===== src/rtl/avalon_pio_debounced.sv =====
// Avalon-MM PIO slave: debounced inputs with edge capture and maskable interrupt,
// plus an output register with atomic set/clear.
module avalon_pio_debounced #(
  parameter int unsigned          IN_WIDTH        = 2,
  parameter int unsigned          OUT_WIDTH       = 8,
  parameter int unsigned          DEBOUNCE_CYCLES = 50000,
  parameter logic [OUT_WIDTH-1:0] OUT_RESET       = '0
) (
  input  logic                 clk_clk,
  input  logic                 reset_reset,
  input  logic [2:0]           avs_address,
  input  logic                 avs_read,
  input  logic                 avs_write,
  input  logic [31:0]          avs_writedata,
  output logic [31:0]          avs_readdata,
  output logic                 irq,
  input  logic [IN_WIDTH-1:0]  pio_in,
  output logic [OUT_WIDTH-1:0] pio_out
);

  localparam int unsigned CntW = (DEBOUNCE_CYCLES > 0) ? $clog2(DEBOUNCE_CYCLES + 1) : 1;

  logic [IN_WIDTH-1:0] sync1_q, sync2_q, stable, stable_prev_q;

  always_ff @(posedge clk_clk) begin
    if (reset_reset) begin
      sync1_q       <= '0;
      sync2_q       <= '0;
      stable_prev_q <= '0;
    end else begin
      sync1_q       <= pio_in;
      sync2_q       <= sync1_q;
      stable_prev_q <= stable;
    end
  end

  if (DEBOUNCE_CYCLES == 0) begin : g_bypass
    assign stable = sync2_q;
  end else begin : g_debounce
    localparam logic [CntW-1:0] CntLast = CntW'(DEBOUNCE_CYCLES - 1);

    logic [IN_WIDTH-1:0] s_q, s_d;
    logic [CntW-1:0]     cnt_q [IN_WIDTH];
    logic [CntW-1:0]     cnt_d [IN_WIDTH];

    // Counter only advances while the synchronised level differs from s; any
    // return to s restarts the hold, and the count never passes CntLast.
    always_comb begin
      s_d = s_q;
      for (int i = 0; i < int'(IN_WIDTH); i++) begin
        cnt_d[i] = '0;
        if (sync2_q[i] != s_q[i]) begin
          if (cnt_q[i] == CntLast) begin
            s_d[i] = sync2_q[i];
          end else begin
            cnt_d[i] = cnt_q[i] + 1'b1;
          end
        end
      end
    end

    always_ff @(posedge clk_clk) begin
      if (reset_reset) begin
        s_q <= '0;
        for (int i = 0; i < int'(IN_WIDTH); i++) cnt_q[i] <= '0;
      end else begin
        s_q <= s_d;
        for (int i = 0; i < int'(IN_WIDTH); i++) cnt_q[i] <= cnt_d[i];
      end
    end

    assign stable = s_q;
  end

  logic [OUT_WIDTH-1:0] out_q, out_d;
  logic [IN_WIDTH-1:0]  irq_mask_q, irq_mask_d;
  logic [IN_WIDTH-1:0]  edge_cap_q, edge_cap_d;
  logic [IN_WIDTH-1:0]  rise_en_q, rise_en_d;
  logic [IN_WIDTH-1:0]  fall_en_q, fall_en_d;
  logic                 irq_q, irq_d;
  logic [31:0]          rdata_q, rdata_d;

  logic [IN_WIDTH-1:0]  wd_in;
  logic [OUT_WIDTH-1:0] wd_out;
  logic [IN_WIDTH-1:0]  new_edges;
  logic                 unused_wd;

  assign wd_in     = avs_writedata[IN_WIDTH-1:0];
  assign wd_out    = avs_writedata[OUT_WIDTH-1:0];
  assign unused_wd = ^avs_writedata;

  assign new_edges = (stable & ~stable_prev_q & rise_en_q) |
                     (~stable & stable_prev_q & fall_en_q);

  always_comb begin
    out_d      = out_q;
    irq_mask_d = irq_mask_q;
    rise_en_d  = rise_en_q;
    fall_en_d  = fall_en_q;
    edge_cap_d = edge_cap_q;
    if (avs_write) begin
      case (avs_address)
        3'd1:    out_d      = wd_out;
        3'd2:    out_d      = out_q | wd_out;
        3'd3:    out_d      = out_q & ~wd_out;
        3'd4:    irq_mask_d = wd_in;
        3'd5:    edge_cap_d = edge_cap_q & ~wd_in;
        3'd6:    rise_en_d  = wd_in;
        3'd7:    fall_en_d  = wd_in;
        default: ;
      endcase
    end
    // New edges are OR-ed in after the clear so a colliding capture survives.
    edge_cap_d = edge_cap_d | new_edges;
    irq_d      = |(edge_cap_q & irq_mask_q);
  end

  // Reads sample current state, so a simultaneous write returns the old value.
  always_comb begin
    rdata_d = '0;
    if (avs_read) begin
      case (avs_address)
        3'd0: rdata_d = 32'(stable);
        3'd1: rdata_d = 32'(out_q);
        3'd2: rdata_d = '0;
        3'd3: rdata_d = '0;
        3'd4: rdata_d = 32'(irq_mask_q);
        3'd5: rdata_d = 32'(edge_cap_q);
        3'd6: rdata_d = 32'(rise_en_q);
        3'd7: rdata_d = 32'(fall_en_q);
      endcase
    end
  end

  always_ff @(posedge clk_clk) begin
    if (reset_reset) begin
      out_q      <= OUT_RESET;
      irq_mask_q <= '0;
      edge_cap_q <= '0;
      rise_en_q  <= '0;
      fall_en_q  <= '0;
      irq_q      <= 1'b0;
      rdata_q    <= '0;
    end else begin
      out_q      <= out_d;
      irq_mask_q <= irq_mask_d;
      edge_cap_q <= edge_cap_d;
      rise_en_q  <= rise_en_d;
      fall_en_q  <= fall_en_d;
      irq_q      <= irq_d;
      rdata_q    <= rdata_d;
    end
  end

  assign pio_out      = out_q;
  assign irq          = irq_q;
  assign avs_readdata = rdata_q;

endmodule


===== config.mk =====
export PLATFORM = sky130hd
export DESIGN_NAME = avalon_pio_debounced
export DESIGN_NICKNAME = d
export VERILOG_FILES = /design/src/rtl/avalon_pio_debounced.sv
export SDC_FILE = /design/constraint.sdc
export NUM_CORES = 1
export LEC_CHECK = 0
export CORE_ASPECT_RATIO = 1.4
export CORE_MARGIN = 4
export CORE_UTILIZATION = 48
export DETAILED_ROUTE_END_ITERATION = 16
export HOLD_SLACK_MARGIN = 0.05
export PLACE_DENSITY = 0.92
export SYNTH_ARGS = -nofsm -noshare
export SYNTH_HDL_FRONTEND = slang
export SYNTH_SLANG_ARGS = --single-unit

===== constraint.sdc =====
create_clock -name clk_clk -period 2.1 [get_ports clk_clk]
set_clock_uncertainty 0.15 [all_clocks]
set_input_delay 0.21 -clock clk_clk [delete_from_list [all_inputs] [get_ports clk_clk]]
set_output_delay 0.21 -clock clk_clk [all_outputs]
set_load 0.01 [all_outputs]

==> flow_summary.json, run 1 <==
{
  "status": "finished, final reports clean",
  "ys_types": 44,
  "crit_type": "reg -> reg",
  "synth-seq-cells": 65,
  "postCtsResizedCells": 0,
  "routed-via-count": 2338,
  "cp-start-kind": "flip-flop",
  "synth_top_area_cell": "dfxtp_1",
  "first_iter_violations": 126,
  "rsz0062_at_grt": "false",
  "synth-edff-count": 0,
  "synthCells": 323,
  "track_usage_pct": 17.7,
  "final_nets": 408,
  "clock.fmax_mhz": 520,
  "tightestPinTransition_ns": 0.508,
  "ant_nets": 0,
  "routed_wl_um": 6270,
  "synthToLayoutAreaGrowth_pct": 18.6,
  "cts_tree": "built",
  "crit_start": "g_debounce.cnt_q[0][12]",
  "placed_area_mm2": 0.00326,
  "r2r_cells": 5,
  "place_inst": 424,
  "required_ns": 2.18,
  "period_share_pct": 91.6,
  "dieArea_mm2": 0.00742,
  "synth-main-ff-cell": "dfxtp_1",
  "start_util_pct": 49.5,
  "io_pins": 82,
  "clk_latency_ns": 0.34,
  "drc_errors": 0,
  "clockBufferDepth": 2,
  "ctsHoldBuffers": 0,
  "met2_length_um": 3480,
  "wl_met3_um": 308,
  "cts_buffers": 9,
  "overflow": 0,
  "fin_ws_ns": 0.176,
  "grt_pass1_vias": 2320,
  "core_region_area_mm2": 0.00590,
  "fin_area_mm2": 0.00347,
  "dr.pass1.iters": 4,
  "fin_cells": 438,
  "htree_levels": 3,
  "yosysSeqAreaShare_pct": 44.5,
  "fin_tns_setup_ns": 0,
  "die_x_um": 74.0,
  "hold_depth": 2,
  "final_hold_viol_count": 0,
  "grt_max_degree": 16,
  "yosys_warnings": 0,
  "finalSetupViolCount": 0,
  "path_clk_slew_ns": 0.07,
  "min_from": "pio_in[1]",
  "post_cts_buffers": 0,
  "highest_layer": "met4",
  "dp_hpwl_um": 4360,
  "maxSlewViolCount": 0,
  "end_kind": "flip-flop",
  "wire_per_inst_um": 14.3,
  "grt_pass1_wl_um": 10200,
  "gp_congestion": 0.915,
  "slew_headroom_pct": 66.0,
  "finalPower_mw": 2.51,
  "rr_startpoint": "g_debounce.cnt_q[0][12]",
  "antenna_found_initial": 0,
  "syn_area_mm2": 0.00292,
  "port_buffers": 33,
  "die_h_um": 100,
  "powerDensity_mw_per_mm2": 724,
  "final_util_pct": 58.7,
  "rows": 33,
  "cap_violations": 0,
  "synth_area_leaders": "dfxtp_1 45%, nor2_1 6.5%, buf_4 6.2%, xnor2_1 4.5%, xor2_1 4.2%",
  "syn_avg_cell_area_um2": 9.05,
  "cts_sinks": 65,
  "diodes": 0,
  "critPathMaxFanout": 9,
  "post-synth-top-area-fraction_pct": 44.5,
  "met1_length_um": 2340,
  "synthArstFlopShare_pct": 0,
  "drive_gt1_share_pct": 8.42,
  "vdd_drop_max_mv": 0.535,
  "pre_cts_ws_ns": 0.0934,
  "cp.arrival_ns": 2.00,
  "hp-class": "in -> reg",
  "power.static_leakage_nw": 1.24,
  "clockRootBuffer": "clkbuf_8",
  "whs_ns": 0.277,
  "min_period_ns": 1.92,
  "avgViaCountPerCell": 5.34
}
cell families after synthesis:
| group | after synthesis | share of synthesized area, % |
|---|---|---|
| and+or+nand+nor | 144 | 26.4 |
| DFF | 65 | 44.5 |
| buffers and inverters | 41 | 9.20 |
| AOI/OAI and AO/OA | 31 | 6.80 |
| xor gates and xnor gates | 29 | 8.69 |
| muxes | 10 | 3.42 |
| adders and majority gates | 2 | 0.856 |
| other | 1 | 0.128 |
worst max-delay path, cell delays in order (launching register included):
cell and delay, ns:
dfxtp_1 0.36, or4_4 0.52, nor4_2 0.35, or3_1 0.19
buf_4 0.17, nor2_1 0.06
registers in the layout, indices dropped and copies added, names as in the netlist:
| register | cells |
|---|---|
| sync2_q | 2 |
| g_debounce.cnt_q | 32 |
| sync1_q | 2 |
| fall_en_q | 2 |
| g_debounce.s_q | 2 |
| rise_en_q | 2 |
| avs_readdata | 8 |
| edge_cap_q | 2 |
| irq | 1 |
| stable_prev_q | 2 |
| irq_mask_q | 2 |
| pio_out | 8 |
layout make-up:
type,instances,area (um^2)
Clock buffer,12,165
Clock inverter,2,37.5
Fill cell,482,2440
Inverter,4,15.0
Multi-Input combinational cell,240,1440
Sequential cell,65,1300
Tap cell,70,87.6
Timing Repair Buffer,45,420
cells in the final DEF (no fill, tap or decap), drive strengths merged, types with 3 or more instances in the layout:
cell / instances
clkbuf: 12
o21ai: 9
nor2: 53
dfxtp: 65
or4: 3
buf: 12
and3: 3
conb: 24
inv: 4
nand3: 8
o22ai: 3
and4: 6
xor2: 14
mux2i: 10
xnor2: 15
a22oi: 11
a21oi: 4
nand4: 9
clkdlybuf4s50: 33
nor2b: 9
nor4: 5
nand2: 20
nor3: 6
and2: 6
cells in the mapped netlist (all sizes together), types with 2 or more instances:
master   instances
a22oi           11
nor3b            2
o31ai            2
and3             3
nor4             5
or3              2
nor2            53
a21oi            4
nor4b            2
mux2i           10
and2             6
ha               2
nand4b           2
xor2            14
nand2           20
nor3             6
clkbuf           9
nand4            9
nor4bb           2
nand3            8
dfxtp           65
xnor2           15
and4             6
or4              3
buf             28
o22ai            3
nor2b            9
inv              4
o2bb2ai          2
o21ai            9
nand2b           2
routing by layer:
metal | vias to the layer above | global-route usage [%]
li1 | 1148 | -
met4 | 0 | 8.93
met2 | 71 | 32.9
met5 | - | 0
met1 | 1105 | 17.3
met3 | 14 | 4.61
power breakdown:
group | switching [mW] | internal, mW
Clock | 0.459 | 0.632
Combinational | 0.0885 | 0.0733
Sequential | 0.00951 | 1.25
worst paths after layout:
check | to | slack (ns)
worst max register to register | g_debounce.cnt_q[0][8] | 0.18
worst min register to register | g_debounce.cnt_q[0][16] | 0.31
worst min-delay path | sync1_q[1] | 0.28
worst max-delay path | g_debounce.cnt_q[0][8] | 0.18
Note: power is estimated with default switching activity, not from simulation.
==> run 2, diff against run 1 <==
--- a/config.mk
+++ b/config.mk
@@ -5,12 +5,15 @@
 export SDC_FILE = /design/constraint.sdc
 export NUM_CORES = 1
 export LEC_CHECK = 0
+export CELL_PAD_IN_SITES_DETAIL_PLACEMENT = 2
+export CELL_PAD_IN_SITES_GLOBAL_PLACEMENT = 2
 export CORE_ASPECT_RATIO = 1.4
 export CORE_MARGIN = 4
-export CORE_UTILIZATION = 48
+export CORE_UTILIZATION = 28
+export CTS_CLUSTER_SIZE = 28
 export DETAILED_ROUTE_END_ITERATION = 16
 export HOLD_SLACK_MARGIN = 0.05
-export PLACE_DENSITY = 0.92
+export PLACE_DENSITY = 0.91
 export SYNTH_ARGS = -nofsm -noshare
 export SYNTH_HDL_FRONTEND = slang
 export SYNTH_SLANG_ARGS = --single-unit
==> flow_summary.json, run 2 (synthesized netlist as in run 1, its figures left out) <==
{
  "drc_errors": 0,
  "grt_pass1_vias": 2666,
  "fillerInstances": 1129,
  "die_x_um": 94.4,
  "clockBufferDepth": 2,
  "min_period_ns": 1.96,
  "dr.pass1.iters": 4,
  "routed_wl_um": 8180,
  "cts_sinks": 65,
  "postCtsResizedCells": 0,
  "rr_startpoint": "g_debounce.cnt_q[0][5]",
  "rsz0062_at_grt": "false",
  "largest_register": "g_debounce.cnt_q",
  "clk_latency_ns": 0.33,
  "drive_gt1_share_pct": 8.15,
  "largest_register_ff_count": 32,
  "hp-class": "in -> reg",
  "ant_nets": 0,
  "cp-start-kind": "flip-flop",
  "final_nets": 406,
  "tightestPinTransition_ns": 0.562,
  "clockPowerShare_pct": 51.1,
  "p_sw_uw": 643,
  "overflow": 0,
  "finalSetupViolCount": 0,
  "rows": 43,
  "cts_tree": "built",
  "clockRootBuffer": "clkbuf_16",
  "maxSlewViolCount": 0,
  "layout_common_cells": "65 x dfxtp_1, 51 x nor2_1, 33 x clkdlybuf4s50_1, 24 x conb_1, 20 x nand2_1",
  "start_util_pct": 29.1,
  "post_cts_buffers": 0,
  "final_hold_viol_count": 0,
  "synthToLayoutAreaGrowth_pct": 24.4,
  "ctsHoldBuffers": 0,
  "powerDensity_mw_per_mm2": 799,
  "internal-power_mw": 2.26,
  "fin_cells": 503,
  "dp_hpwl_um": 5990,
  "die_h_um": 129,
  "port_buffers": 33,
  "status": "finished, final reports clean",
  "grt_max_degree": 17,
  "slew_headroom_pct": 62.3,
  "track_usage_pct": 14.2,
  "vdd_drop_max_mv": 0.382,
  "pwr-share-comb_pct": 5.6,
  "end_kind": "flip-flop",
  "cap_violations": 0,
  "first_iter_violations": 97,
  "mostFrequentLayoutCell": "dfxtp_1",
  "power_frac_seq_pct": 43.3,
  "grt_pass1_wl_um": 13400,
  "routed-via-count": 2417,
  "required_ns": 2.17,
  "diodes": 0,
  "clock.fmax_mhz": 509,
  "htree_levels": 3,
  "io_pins": 82,
  "dieArea_mm2": 0.0122,
  "place_inst": 487,
  "power.static_leakage_nw": 1.28,
  "crit_type": "reg -> reg",
  "path_clk_slew_ns": 0.05,
  "core_region_area_mm2": 0.0101,
  "critPathMaxFanout": 16,
  "netSwitchingFraction_pct": 22.1,
  "gp_congestion": 0.789,
  "fin_tns_setup_ns": 0,
  "period_share_pct": 93.5,
  "min_from": "pio_in[0]",
  "final_util_pct": 36.2,
  "cp.arrival_ns": 2.03,
  "crit_start": "g_debounce.cnt_q[0][5]",
  "cts_buffers": 9,
  "antenna_found_initial": 0,
  "avgViaCountPerCell": 4.81,
  "wire_per_inst_um": 16.3
}
==> run 2: cell count changes in the layout (fill, tap and decap cells not counted), moves of 2 or more <==
| cell | previous run | this run |
|---|---|---|
| clkinv_2 | 0 | 2 |
| clkbuf_8 | 12 | 1 |
| clkbuf_16 | 0 | 9 |
| buf_4 | 12 | 10 |
==> run 2: worst max-delay path, stage by stage, from the launching register on <==
cell     delay (ns)
dfxtp_1        0.36
or4bb_1        0.58
nor4_4         0.29
or3_1          0.16
buf_4          0.22
nor2_1         0.09
==> run 2: layout make-up <==
class,instances,area (um^2),area share [%]
Clock inverter,5,55.1,1.51
Sequential cell,65,1300,35.8
Clock buffer,11,243,6.67
Tap cell,135,169,4.64
Timing Repair Buffer,43,405,11.1
Inverter,4,15.0,0.413
Multi-Input combinational cell,240,1450,39.8
==> run 2: layer usage <==
metal	global-route usage (%)	vias to the layer above	wire length (um)	share of wire, %
li1	-	1149	-	-
met1	14.6	1212	3090	38
met2	27.3	42	4640	57
met3	2.75	14	290	3.5
met4	6.38	0	169	2.1
met5	0	-	0	0
==> run 2: path summary, 6_finish.rpt <==
| check | end | slack [ns] | cells after the start |
|---|---|---|---|
| max | g_debounce.cnt_q[0][12] | 0.14 | 5 |
| max reg2reg | g_debounce.cnt_q[0][12] | 0.14 | 5 |
| min | sync1_q[0] | 0.30 | 2 |
| min reg2reg | sync2_q[1] | 0.30 | 1 |
==> run 2: per-stage QoR <==
stage	area [um^2]	worst slack [ns]	power [mW]	hold slack, ns
global route	3640	0.0254	3.01	0.303
finish	3640	0.136	2.91	0.295
global placement	3330	0.132	1.44	0.269
CTS	3630	0.0678	2.94	0.289
floorplan	3010	0.268	1.40	0.188
detailed placement	3330	0.0835	1.44	0.299
==> run 2: power by group through the flow <==
stage	sequential, mW	combinational, mW	clock, mW
floorplan	1.29	0.117	0
global route	1.26	0.180	1.57
finish	1.26	0.163	1.49
CTS	1.26	0.163	1.52
detailed placement	1.28	0.160	0
global placement	1.28	0.153	0
==> run 3, diff against run 2 <==
--- a/config.mk
+++ b/config.mk
@@ -8,12 +8,11 @@
 export CELL_PAD_IN_SITES_DETAIL_PLACEMENT = 2
 export CELL_PAD_IN_SITES_GLOBAL_PLACEMENT = 2
 export CORE_ASPECT_RATIO = 1.4
-export CORE_MARGIN = 4
-export CORE_UTILIZATION = 28
+export CORE_UTILIZATION = 30
 export CTS_CLUSTER_SIZE = 28
 export DETAILED_ROUTE_END_ITERATION = 16
 export HOLD_SLACK_MARGIN = 0.05
-export PLACE_DENSITY = 0.91
+export PLACE_DENSITY = 0.95
 export SYNTH_ARGS = -nofsm -noshare
 export SYNTH_HDL_FRONTEND = slang
 export SYNTH_SLANG_ARGS = --single-unit
==> constraint.sdc (replaced) <==
create_clock -name clk_clk -period 2.35 [get_ports clk_clk]
set_clock_uncertainty 0.15 [all_clocks]
set_input_delay 0.235 -clock clk_clk [delete_from_list [all_inputs] [get_ports clk_clk]]
set_output_delay 0.235 -clock clk_clk [all_outputs]
set_load 0.01 [all_outputs]
==> flow_summary.json, run 3 (synthesized netlist as in run 1, its figures left out) <==
{
  "r2r_cells": 5,
  "cts_sinks": 65,
  "reg2reg_to": "g_debounce.cnt_q[0][12]",
  "path_clk_slew_ns": 0.05,
  "diodes": 0,
  "slowest_stage": "or4_4",
  "place_inst": 461,
  "drive_gt1_share_pct": 7.90,
  "rrSetupSlack_ns": 0.38,
  "fin_tns_setup_ns": 0,
  "clock.fmax_mhz": 507,
  "synthToLayoutAreaGrowth_pct": 23.2,
  "routed_wl_um": 8580,
  "overflow": 0,
  "avgViaCountPerCell": 5.06,
  "post_cts_buffers": 0,
  "port_buffers": 33,
  "drc_errors": 0,
  "dp_hpwl_um": 5900,
  "core_region_area_mm2": 0.00946,
  "io_pins": 82,
  "rsz0062_at_grt": "false",
  "first_iter_violations": 138,
  "cts_buffers": 9,
  "dieArea_mm2": 0.0102,
  "grt_pass1_vias": 2697,
  "track_usage_pct": 18.2,
  "largest_register": "g_debounce.cnt_q",
  "cts_tree": "built",
  "power.static_leakage_nw": 1.28,
  "dr.pass1.iters": 4,
  "hp-class": "reg -> reg",
  "maxSlewViolCount": 0,
  "routed-via-count": 2414,
  "grt_pass1_wl_um": 14000,
  "cap_violations": 0,
  "slowest_delay_ns": 0.54,
  "critPathBufInv": 1,
  "fin_ws_ns": 0.379,
  "slew_headroom_pct": 59.5,
  "pre_cts_ws_ns": 0.0707,
  "crit_family": "simple AND/OR/NAND/NOR gates",
  "wire_per_inst_um": 18.0,
  "clk_latency_ns": 0.33,
  "min_period_ns": 1.97,
  "fin_area_mm2": 0.00360,
  "crit_type": "reg -> reg",
  "fin_cells": 477,
  "antenna_found_initial": 0,
  "vdd_drop_max_mv": 0.432,
  "critPathMaxFanout": 8,
  "largest_register_ff_count": 32,
  "cp.arrival_ns": 2.04,
  "tightestPinTransition_ns": 0.605,
  "die_x_um": 85.4,
  "cp_cell_sequence": "or4_4, nor4_2, or3_1, buf_4, nor2_1",
  "ant_nets": 0,
  "die_h_um": 119,
  "final_nets": 405,
  "rr_startpoint": "g_debounce.cnt_q[0][11]",
  "clockRootBuffer": "clkbuf_16",
  "mostFrequentLayoutCell": "dfxtp_1",
  "cp-start-kind": "flip-flop",
  "grt_max_degree": 17,
  "gp_congestion": 0.767,
  "required_ns": 2.42,
  "clockBufferDepth": 2,
  "start_util_pct": 30.9,
  "layout_common_cells": "65 x dfxtp_1, 51 x nor2_1, 33 x clkdlybuf4s50_1, 24 x conb_1, 19 x nand2_1",
  "hold_depth": 1,
  "status": "finished, final reports clean",
  "end_kind": "flip-flop",
  "final_hold_viol_count": 0,
  "htree_levels": 3,
  "rows": 42,
  "powerDensity_mw_per_mm2": 736,
  "whs_endpoint": "sync2_q[1]",
  "placed_area_mm2": 0.00329,
  "period_share_pct": 83.9,
  "min_from": "sync1_q[1]",
  "finalSetupViolCount": 0
}
-- run 3: how the worst max path moves through the flow --
stage                     cells after the start  slack (ns)                    start                      end
after detailed placement                      5        0.07           avs_address[0]               pio_out[5]
after CTS                                     5        0.14  g_debounce.cnt_q[0][16]  g_debounce.cnt_q[0][20]
after global placement                        5        0.20           avs_address[0]               pio_out[5]
after floorplan                               6        0.52  g_debounce.cnt_q[0][11]  g_debounce.cnt_q[0][14]
after global routing                          5        0.16  g_debounce.cnt_q[0][16]  g_debounce.cnt_q[0][26]
final                                         5        0.38  g_debounce.cnt_q[0][11]  g_debounce.cnt_q[0][12]
-- run 3: final cells by class --
class                   instances  area (um^2)
inverters                       4         15.0
fillers                      1039         5860
well taps                     110          138
multi-input cells             240         1440
clock inverters                 2         35.0
flip-flops and latches         65         1300
repair buffers                 42          398
clock buffers                  14          274
-- run 3: layer usage --
metal | GRT usage [%] | vias up | part of all wire (%)
li1 | - | 1144 | -
met1 | 19.3 | 1192 | 40
met2 | 33.7 | 59 | 55
met3 | 3.40 | 19 | 2.8
met4 | 9.38 | 0 | 3.1
met5 | 0 | - | 0
-- run 3: power breakdown --
group          switching (mW)  leakage (nW)  total [mW]  internal, mW
clock                   0.471         0.153        1.38         0.906
sequential             0.0103         0.525        1.13          1.12
combinational          0.0844         0.604       0.147        0.0630
total                   0.565          1.28        2.65          2.09
-- run 3: timing repair --
item / 4_1_cts / 5_1_grt
setup endpoints to repair: 0 / 10
gates resized for setup: 0 / 1
hold buffers: 0 / 0
-- run 3: metrics by stage --
| stage | utilization [%] | total power, mW | hold slack, ns |
|---|---|---|---|
| 3_5_place_dp | 34.8 | 1.29 | 0.289 |
| 2_1_floorplan | - | 1.25 | 0.213 |
| 4_1_cts | 38.1 | 2.68 | 0.311 |
| 3_3_place_gp | 34.8 | 1.28 | 0.273 |
| 5_1_grt | 38.1 | 2.73 | 0.322 |
| 6_report | 38.1 | 2.65 | 0.307 |
-- run 3: worst reg2reg max path: stages (launching register included) --
cell and delay (ns):
dfxtp_1 0.35, or4_4 0.54, nor4_2 0.38, or3_1 0.19, buf_4 0.17, nor2_1 0.07
